**src/rtl/music_box_pkg.sv**
```systemverilog
// Shared definitions for the music-key input path.
//   NUM_MUSIC_KEYS       number of music pushbuttons
//   DEBOUNCE_MS_DEFAULT  1 kHz samples a new key level must hold before acceptance
//   FIFO_DEPTH_DEFAULT   depth of the key-event queue
//   key_event_t          one queued event: key index plus press/release flag
package music_box_pkg;

    localparam int NUM_MUSIC_KEYS      = 6;
    localparam int DEBOUNCE_MS_DEFAULT = 8;
    localparam int FIFO_DEPTH_DEFAULT  = 4;

    typedef struct packed {
        logic [2:0] key;
        logic       is_press;
    } key_event_t;

endpackage

```
**src/rtl/key_debounce_channel.sv**
```systemverilog
// One key's conditioning: 2-flop synchronizer, stability counter, debounced
// level and one-cycle press/release pulses.
//   clk             1 kHz tick clock
//   reset           synchronous, active-high
//   raw             raw button, active-low, asynchronous
//   level           debounced level, active-low (1 = released)
//   pressed_pulse   registered 1-cycle pulse on an accepted 1->0 change
//   released_pulse  registered 1-cycle pulse on an accepted 0->1 change
//   press_edge      combinational: a 1->0 change is accepted at the coming edge
//   release_edge    combinational: a 0->1 change is accepted at the coming edge
module key_debounce_channel #(
    parameter int DEBOUNCE_MS = 8
) (
    input  logic clk,
    input  logic reset,
    input  logic raw,
    output logic level,
    output logic pressed_pulse,
    output logic released_pulse,
    output logic press_edge,
    output logic release_edge
);

    localparam int CNT_W = $clog2(DEBOUNCE_MS);

    logic [1:0]       sync_q;
    logic [CNT_W-1:0] cnt;
    logic             accept;

    // The change is accepted on the edge where the counter has already seen
    // DEBOUNCE_MS-1 disagreeing samples; the edge strobes let the event logic
    // register the edge in the same cycle as the level change.
    assign accept       = (sync_q[1] != level) && (cnt == CNT_W'(DEBOUNCE_MS - 1));
    assign press_edge   = accept && !sync_q[1];
    assign release_edge = accept &&  sync_q[1];

    // NOTE: sequential state uses non-blocking assignments so every flop
    // samples the pre-edge values, which is what makes the 2-flop chain a chain.
    always_ff @(posedge clk) begin
        if (reset) begin
            sync_q         <= 2'b11;
            level          <= 1'b1;
            cnt            <= '0;
            pressed_pulse  <= 1'b0;
            released_pulse <= 1'b0;
        end else begin
            sync_q         <= {sync_q[0], raw};
            pressed_pulse  <= press_edge;
            released_pulse <= release_edge;
            if (sync_q[1] == level) begin
                cnt <= '0;            // agreement or bounce-back restarts the count
            end else if (accept) begin
                level <= sync_q[1];
                cnt   <= '0;
            end else begin
                cnt <= cnt + CNT_W'(1);
            end
        end
    end

endmodule

```
**src/rtl/music_key_debouncer.sv**
```systemverilog
// Conditioning stage for the music-key pushbuttons on the 1 kHz clock:
// per-key debounce channels, a pending-edge set, a fixed-priority arbiter and
// a small valid/ready event queue for the recording path.
//   CLK_1Khz            1 kHz system tick clock
//   reset               synchronous, active-high
//   raw_MusicKey        raw buttons, active-low, bouncy
//   events_enable       1 = accepted edges are queued as events
//   debounced_MusicKey  debounced levels, active-low (1 = released)
//   key_pressed_pulse   1-cycle pulse per accepted press
//   key_released_pulse  1-cycle pulse per accepted release
//   event_valid         queue head valid
//   event_ready         consumer takes the head this cycle
//   event_key           key index of the head event
//   event_is_press      1 = press, 0 = release
//   event_overflow      sticky: an edge was lost (cleared only by reset)
module music_key_debouncer
    import music_box_pkg::*;
#(
    parameter int NUM_KEYS    = NUM_MUSIC_KEYS,
    parameter int DEBOUNCE_MS = DEBOUNCE_MS_DEFAULT,
    parameter int FIFO_DEPTH  = FIFO_DEPTH_DEFAULT
) (
    input  logic                CLK_1Khz,
    input  logic                reset,
    input  logic [NUM_KEYS-1:0] raw_MusicKey,
    input  logic                events_enable,
    output logic [NUM_KEYS-1:0] debounced_MusicKey,
    output logic [NUM_KEYS-1:0] key_pressed_pulse,
    output logic [NUM_KEYS-1:0] key_released_pulse,
    output logic                event_valid,
    input  logic                event_ready,
    output logic [2:0]          event_key,
    output logic                event_is_press,
    output logic                event_overflow
);

    localparam int PEND_W = 2 * NUM_KEYS;
    localparam int IDX_W  = $clog2(PEND_W);
    localparam int PTR_W  = $clog2(FIFO_DEPTH);
    localparam int CNT_W  = PTR_W + 1;

    logic [NUM_KEYS-1:0] press_edge;
    logic [NUM_KEYS-1:0] release_edge;

    for (genvar i = 0; i < NUM_KEYS; i++) begin : g_key
        key_debounce_channel #(
            .DEBOUNCE_MS (DEBOUNCE_MS)
        ) u_channel (
            .clk            (CLK_1Khz),
            .reset          (reset),
            .raw            (raw_MusicKey[i]),
            .level          (debounced_MusicKey[i]),
            .pressed_pulse  (key_pressed_pulse[i]),
            .released_pulse (key_released_pulse[i]),
            .press_edge     (press_edge[i]),
            .release_edge   (release_edge[i])
        );
    end

    // Pending vector: presses in the low half, releases in the high half, so
    // the lowest set index gives all presses before releases, lower key first.
    logic [PEND_W-1:0] pend;
    logic [PEND_W-1:0] pend_next;
    logic [PEND_W-1:0] edge_vec;
    logic              win_found;
    logic [IDX_W-1:0]  win_idx;
    logic [IDX_W-1:0]  key_idx;
    logic              overflow_hit;

    key_event_t        mem [FIFO_DEPTH];
    key_event_t        push_event;
    key_event_t        head;
    logic [PTR_W-1:0]  wr_ptr;
    logic [PTR_W-1:0]  rd_ptr;
    logic [CNT_W-1:0]  count;
    logic              push;
    logic              pop;

    assign edge_vec = {release_edge, press_edge};

    // NOTE: every always_comb output gets a default first, so no path leaves
    // a signal unassigned and no latch is inferred.
    always_comb begin
        win_found = 1'b0;
        win_idx   = '0;
        for (int j = PEND_W - 1; j >= 0; j--) begin
            if (pend[j]) begin
                win_found = 1'b1;
                win_idx   = IDX_W'(j);
            end
        end
    end

    // Fullness is judged on the registered count: a pop in the same cycle
    // does not make room, the arbiter simply retries next cycle.
    assign push = win_found && (count != CNT_W'(FIFO_DEPTH));
    assign pop  = event_valid && event_ready;

    always_comb begin
        key_idx             = win_idx[IDX_W-1:0] - IDX_W'(NUM_KEYS);
        push_event.is_press = (win_idx < IDX_W'(NUM_KEYS));
        if (push_event.is_press) begin
            key_idx = win_idx;
        end
        push_event.key = 3'(key_idx);
    end

    always_comb begin
        pend_next    = pend;
        overflow_hit = 1'b0;
        if (push) begin
            pend_next[win_idx] = 1'b0;
        end
        if (events_enable) begin
            for (int j = 0; j < PEND_W; j++) begin
                if (edge_vec[j]) begin
                    // A bit leaving for the queue this cycle frees its slot,
                    // so the new edge is kept rather than counted as lost.
                    if (pend[j] && !(push && win_idx == IDX_W'(j))) begin
                        overflow_hit = 1'b1;
                    end
                    pend_next[j] = 1'b1;
                end
            end
        end
    end

    always_ff @(posedge CLK_1Khz) begin
        if (reset) begin
            pend           <= '0;
            event_overflow <= 1'b0;
            wr_ptr         <= '0;
            rd_ptr         <= '0;
            count          <= '0;
        end else begin
            pend <= pend_next;
            if (overflow_hit) begin
                event_overflow <= 1'b1;
            end
            if (push) begin
                wr_ptr <= wr_ptr + PTR_W'(1);
            end
            if (pop) begin
                rd_ptr <= rd_ptr + PTR_W'(1);
            end
            unique case ({push, pop})
                2'b10:   count <= count + CNT_W'(1);
                2'b01:   count <= count - CNT_W'(1);
                default: ;
            endcase
        end
    end

    // NOTE: the queue storage has no reset; an entry is only visible after it
    // has been written, and the head outputs are forced to zero while empty.
    always_ff @(posedge CLK_1Khz) begin
        if (push) begin
            mem[wr_ptr] <= push_event;
        end
    end

    assign head           = mem[rd_ptr];
    assign event_valid    = (count != '0);
    assign event_key      = event_valid ? head.key      : 3'd0;
    assign event_is_press = event_valid ? head.is_press : 1'b0;

endmodule

```
**config.mk**
```make
export PLATFORM = sky130hd
export DESIGN_NAME = music_key_debouncer
export DESIGN_NICKNAME = d
export VERILOG_FILES = /design/src/rtl/music_box_pkg.sv /design/src/rtl/key_debounce_channel.sv /design/src/rtl/music_key_debouncer.sv
export SDC_FILE = /design/constraint.sdc
export NUM_CORES = 1
export LEC_CHECK = 0
export CAP_MARGIN = 20
export CORE_MARGIN = 5
export CORE_UTILIZATION = 57
export DETAILED_ROUTE_END_ITERATION = 10
export MAX_ROUTING_LAYER = met4
export PLACE_DENSITY = 0.85
export RECOVER_POWER = 50
export SYNTH_ARGS = -nofsm -noshare
export SYNTH_HDL_FRONTEND = slang
export SYNTH_SLANG_ARGS = --single-unit
```
**constraint.sdc**
```tcl
create_clock -name CLK_1Khz -period 2.99 [get_ports CLK_1Khz]
set_input_delay 0.299 -clock CLK_1Khz [delete_from_list [all_inputs] [get_ports CLK_1Khz]]
set_output_delay 0.299 -clock CLK_1Khz [all_outputs]
set_load 0.1 [all_outputs]
```
==> impl_metrics.toml, run 1 <==
[cts]
path_clk_slew_ps = 80
cts_made_buffers = 9
cts_resized = 0
root_buffer = "clkbuf_8"
cts_tree = "done"
postCtsHoldBufs = 0
clockBufferDepth = 2
clkSinkCount = 86
cts_htree_levels = 3
insertion_delay_ps = 340
post_cts_buffers = 0

[logic_synthesis]
postSynthAreaPerCell_sq_um = 10.6
yosysTopAreaCell = "dfxtp_1"
synth_nets = 384
yosys_most_used_dff = "dfxtp_1"
synth_enable_flop_cells = 16
ys_types = 61
ys_async_sr_fraction = 0
syn-cell-area_sq_um = 3770
synthDominantCellAreaShare = 0.372
yosysSeqAreaShare = 0.500
yosysMostFrequentCell = "dfxtp_1"
synthTopCellsByCount = "dfxtp_1, nor2_1, and2_1, buf_4, nand2_1"
netlist_instances = 356
ys_ff_latch = 86
synth_warnings = 0
synth_top_cells_by_area = "dfxtp_1, edfxtp_1, ha_1"

[finish]
final_area_sq_um = 4100
diodes = 0
synthToLayoutAreaGrowth_pct = 8.73
layout-drive-gt1-share = 0.136
num-nets-final = 399

[detailed_routing]
drcViolationCount = 0
vias = 2466
vias_per_cell = 5.44
drt_iter0_markers = 123
wl_per_cell_um = 13.8
dr.pass1.iters = 4
routed_wl_um = 6270
ant_nets = 0

[sta]
setup_viol = 0
tns_ps = 0
hold_viol_final = 0
clock_skew_ps = 8.67
slew_viol_final = 55
rsz0062_at_grt = "no"
tightest_slew_ps = 1960
min_period_ps = 2630
relSlewSlack = -0.303
final.period_utilization = 0.878
fmax_mhz = 381

[worst_setup_path]
crit_end = "count[2]"
r2r_start = "pend[8]"
path_max_fanout = 7
startpoint = "pend[8]"
start_kind = "flop"
rr_worst_depth = 10
reg2reg_to = "count[2]"
criticalPathCategory = "reg -> reg"
r2r_setup_slack_ps = 360
worstPathRequired_ps = 3250
critPathCaptureType = "flop"
cp.arrival_ps = 2890

[power]
intPower_uw = 1570
power_switching_share = 0.202
p_switching_uw = 398
seqPwrFrac = 0.603
max-vdd-ir-drop_uv = 277
power_frac_clock = 0.376
pwr_density_cell_nw_per_um2 = 481
comb_power_share = 0.021
p_leak_uw = 0.00152

[outcome]
status = "finished with violations"
violations = "max-capacitance violations, max-slew violations"

[grt]
antenna_found_initial = 0
grt_util_all_layers = 0.162
grt_pass1_vias = 2489
grt_first_pass_wirelength_um = 10900
grt_overflow = 0
grt_max_degree = 55

[placed_design]
routabilityCongestion = 0.908
placed_area_sq_um = 3950
io_buffers = 33
dpl.hpwl_um = 4660

[floorplanning]
die-height_um = 91.3
initial_core_util = 0.590
die-area_sq_um = 8340
ios = 34
die_w_um = 91.3
row_count = 29
core_sq_um = 6390

[min_path]
hold_class = "reg -> reg"
hold_depth = 1

[flow_run]
drv_cap = 1
==> worst max-delay path: stages (launching register included) <==
cell and delay (ps):
dfxtp_1 340, or4_4 560, nor3_1 200, nor2_1 140, inv_1 90, ha_1 190, inv_1 60, fa_1 370
xor2_1 160, or3_1 300, a21oi_1 150
==> worst min-delay path by stage <==
stage | from | end | slack, ps
after detailed placement | g_key[1].u_channel.sync_q[0] | g_key[1].u_channel.sync_q[1] | 400
after CTS | g_key[1].u_channel.sync_q[0] | g_key[1].u_channel.sync_q[1] | 420
after floorplan | g_key[0].u_channel.sync_q[0] | g_key[0].u_channel.sync_q[1] | 390
final | g_key[1].u_channel.sync_q[0] | g_key[1].u_channel.sync_q[1] | 420
after global routing | g_key[0].u_channel.sync_q[0] | g_key[0].u_channel.sync_q[1] | 440
after global placement | g_key[2].u_channel.sync_q[0] | g_key[2].u_channel.sync_q[1] | 390
==> stage by stage <==
stage | setup WS (ps) | utilization | hold slack [ps] | instances | power (uW)
2_1_floorplan | 358 | - | 389 | 356 | 1240
3_3_place_gp | 459 | 0.618 | 391 | 437 | 1260
3_5_place_dp | 393 | 0.618 | 397 | 437 | 1260
4_1_cts | 368 | 0.647 | 418 | 453 | 1990
5_1_grt | 217 | 0.641 | 437 | 453 | 2050
6_report | 365 | 0.641 | 416 | 453 | 1970
==> placed cells by master (no fill, tap or decap), drive strengths merged, types with 7 or more instances in the layout <==
cell / instances
a21oi: 13
and2: 22
clkbuf: 23
clkdlybuf4s50: 19
dfxtp: 70
edfxtp: 16
ha: 17
inv: 12
nand2: 20
nand2b: 7
nor2: 34
nor3: 12
nor4: 8
o21ai: 9
or2: 13
xnor2: 7
==> final cells by class <==
cell class                 instances  area [sq um]
timing repair buffer              34           265
clock buffer                      13           169
inverter                          11          41.3
fill                             512          2290
clock inverter                     3          16.3
multi-input combinational        229          1630
tap                               77          96.3
sequential                        86          1880
==> routing by layer <==
layer | routed length (um) | GRT usage
met1 | 2810 | 0.188
met2 | 3080 | 0.267
met3 | 258 | 0.0355
met4 | 121 | 0.0746
met5 | 0 | -
==> registers in the layout (all words and copies together), names as in the netlist, named ones only <==
name / cells
mem: 16
pend: 12
g_key.u_channel.sync_q: 12
g_key.u_channel.released_pulse: 6
g_key.u_channel.level: 6
g_key.u_channel.pressed_pulse: 6
rd_ptr: 2
count: 3
event_overflow: 1
wr_ptr: 2
g_key.u_channel.cnt: 18
==> power by group through the flow <==
stage          logic (uW)  clock network [uW]  registers [uW]
2_1_floorplan        26.4                   0            1210
3_3_place_gp         41.0                   0            1220
3_5_place_dp         41.3                   0            1220
4_1_cts              41.4                 762            1190
5_1_grt              45.4                 819            1190
6_report             40.5                 742            1190
==> kinds of logic (layout without fill, tap and decap cells) <==
logic type	after synthesis	after routing	synth area share
AO/OA/AOI/OAI	49	49	0.0970
AND/OR/NAND/NOR	147	147	0.223
multiplexers	5	5	0.0266
XOR/XNOR	10	10	0.0232
buffers and inverters	41	61	0.0687
adder cells (fa/ha/maj)	18	18	0.0618
flip-flops	86	86	0.500
(Power assumes the default switching activity.)
==> run 2: changes to the inputs <==
--- a/constraint.sdc
+++ b/constraint.sdc
@@ -3,2 +3,2 @@
 set_output_delay 0.299 -clock CLK_1Khz [all_outputs]
-set_load 0.1 [all_outputs]
+set_load 0.01 [all_outputs]
==> run 2 against run 1 <==
Compared with the run above:
- the run now ends clean
- via count up 1.8%
- clock skew down 2.6 ps
- largest cell class unchanged
- hold slack worse by 3.5 ps
- setup slack worse by 58 ps
- sequential share of layout area down 0.88 points
- largest power group unchanged
==> impl_metrics.toml, run 2 (same netlist as run 1, synthesis figures left out) <==
[finish]
layout-drive-gt1-share = 0.125
reg_top3 = "g_key.u_channel.cnt (18), mem (16)"
fin_util = 0.654
final_common_cell = "dfxtp_1"
final_cell_mix = "dfxtp_1, nor2_1, clkdlybuf4s50_1"
synthToLayoutAreaGrowth_pct = 10.9
num-nets-final = 400
regMostFlops = "g_key.u_channel.cnt"
final_area_sq_um = 4180
largest_register_ffs = 18
diodes = 0

[detailed_routing]
ant_nets = 0
dr.pass1.iters = 4
drcViolationCount = 0
wl_per_cell_um = 14.7
routed_wl_um = 6660
vias_per_cell = 5.53
vias = 2510
drt_iter0_markers = 144

[sta]
tns_ps = 0
final.period_utilization = 0.897
setup_viol = 0
relSlewSlack = 0.548
clock_skew_ps = 6.12
fmax_mhz = 373
hold_viol_final = 0
worst_slack_ps = 307
tightest_slew_ps = 679
min_period_ps = 2680
rsz0062_at_grt = "no"
slew_viol_final = 0

[worst_setup_path]
critPathMostFrequentCell = "inv_1"
critPathBufInv = 2
critPathTopFamily = "simple AND/OR/NAND/NOR gates"
r2r_setup_slack_ps = 310
critPathCaptureType = "flop"
reg2reg_to = "count[2]"
path_max_fanout = 7
r2r_start = "pend[8]"
startpoint = "pend[8]"
rr_worst_depth = 10
crit_end = "count[2]"
worstPathRequired_ps = 3270
slowest_stage = "or4_4"
cp.depth = 10
criticalPathCategory = "reg -> reg"
start_kind = "flop"
critical_path.max_stage_delay_ps = 560
path_cells = "or4_4 > nor3_1 > nor2_1 > inv_1 > ha_1 > inv_1 > fa_1 > xor2_1 > or3_1 > a21oi_1"
cp.arrival_ps = 2960

[floorplanning]
die-area_sq_um = 8340
ios = 34
initial_core_util = 0.590
die-height_um = 91.3
core_sq_um = 6390
die_w_um = 91.3
row_count = 29

[outcome]
status = "finished clean"

[grt]
grt_overflow = 0
antenna_found_initial = 0
grt_first_pass_wirelength_um = 11400
grt_util_all_layers = 0.174
grt_max_degree = 28
grt_pass1_vias = 2501

[cts]
cts_tree = "done"
insertion_delay_ps = 350
cts_resized = 0
clkSinkCount = 86
post_cts_buffers = 0
cts_htree_levels = 3
root_buffer = "clkbuf_8"
path_clk_slew_ps = 80
clockBufferDepth = 2
postCtsHoldBufs = 0
cts_made_buffers = 9

[power]
pwr_density_cell_nw_per_um2 = 480
total_power_uw = 2010
max-vdd-ir-drop_uv = 352
p_leak_uw = 0.00158

[flow_run]
drv_cap = 0

[placed_design]
routabilityCongestion = 0.894
dpl.hpwl_um = 4970
place_ws_ps = 318
io_buffers = 33
placed_area_sq_um = 3990

[min_path]
hold_class = "reg -> reg"
## run 2: changes by cell type in the layout (fill, tap and decap cells not counted), moves of 2 or more
cell	previous run	this run
clkbuf_1	11	3
and2_0	12	14
buf_4	5	1
dlygate4sd3_1	0	12
and2_1	10	8
## run 2: how the worst min path moves through the flow
| stage | startpoint | endpoint | slack [ps] | depth (start not counted) |
|---|---|---|---|---|
| after global routing | g_key[5].u_channel.sync_q[0] | g_key[5].u_channel.sync_q[1] | 430 | 1 |
| final | g_key[1].u_channel.sync_q[0] | g_key[1].u_channel.sync_q[1] | 410 | 1 |
| after floorplan | g_key[0].u_channel.sync_q[0] | g_key[0].u_channel.sync_q[1] | 390 | 1 |
| after global placement | g_key[2].u_channel.sync_q[0] | g_key[2].u_channel.sync_q[1] | 390 | 1 |
| after CTS | reset | pend[4] | 290 | 2 |
| after detailed placement | g_key[1].u_channel.sync_q[0] | g_key[1].u_channel.sync_q[1] | 400 | 1 |
## run 2: power breakdown
part,internal [uW],switching (uW)
sequential,1180,4.97
clock,394,381
combinational,21.0,20.4
## run 2: routing by layer
layer  up-vias  global-route usage  routed length, um
met4         0               0.103                195
met2        69               0.285               3370
li1       1256                   -                  -
met3        18              0.0364                282
met1      1167               0.196               2820
met5         -                   -                  0
## run 2: layout make-up
cell class,instances,area [sq um]
timing repair buffer,35,335
clock buffer,13,180
tap,77,96.3
sequential,86,1880
multi-input combinational,229,1630
inverter,11,41.3
clock inverter,3,15.0
fill,501,2210
## run 2: stage by stage
stage / hold WS (ps) / instances
3_5_place_dp: 397 / 438
3_3_place_gp: 392 / 438
4_1_cts: 292 / 454
6_report: 412 / 454
5_1_grt: 430 / 454
2_1_floorplan: 389 / 356
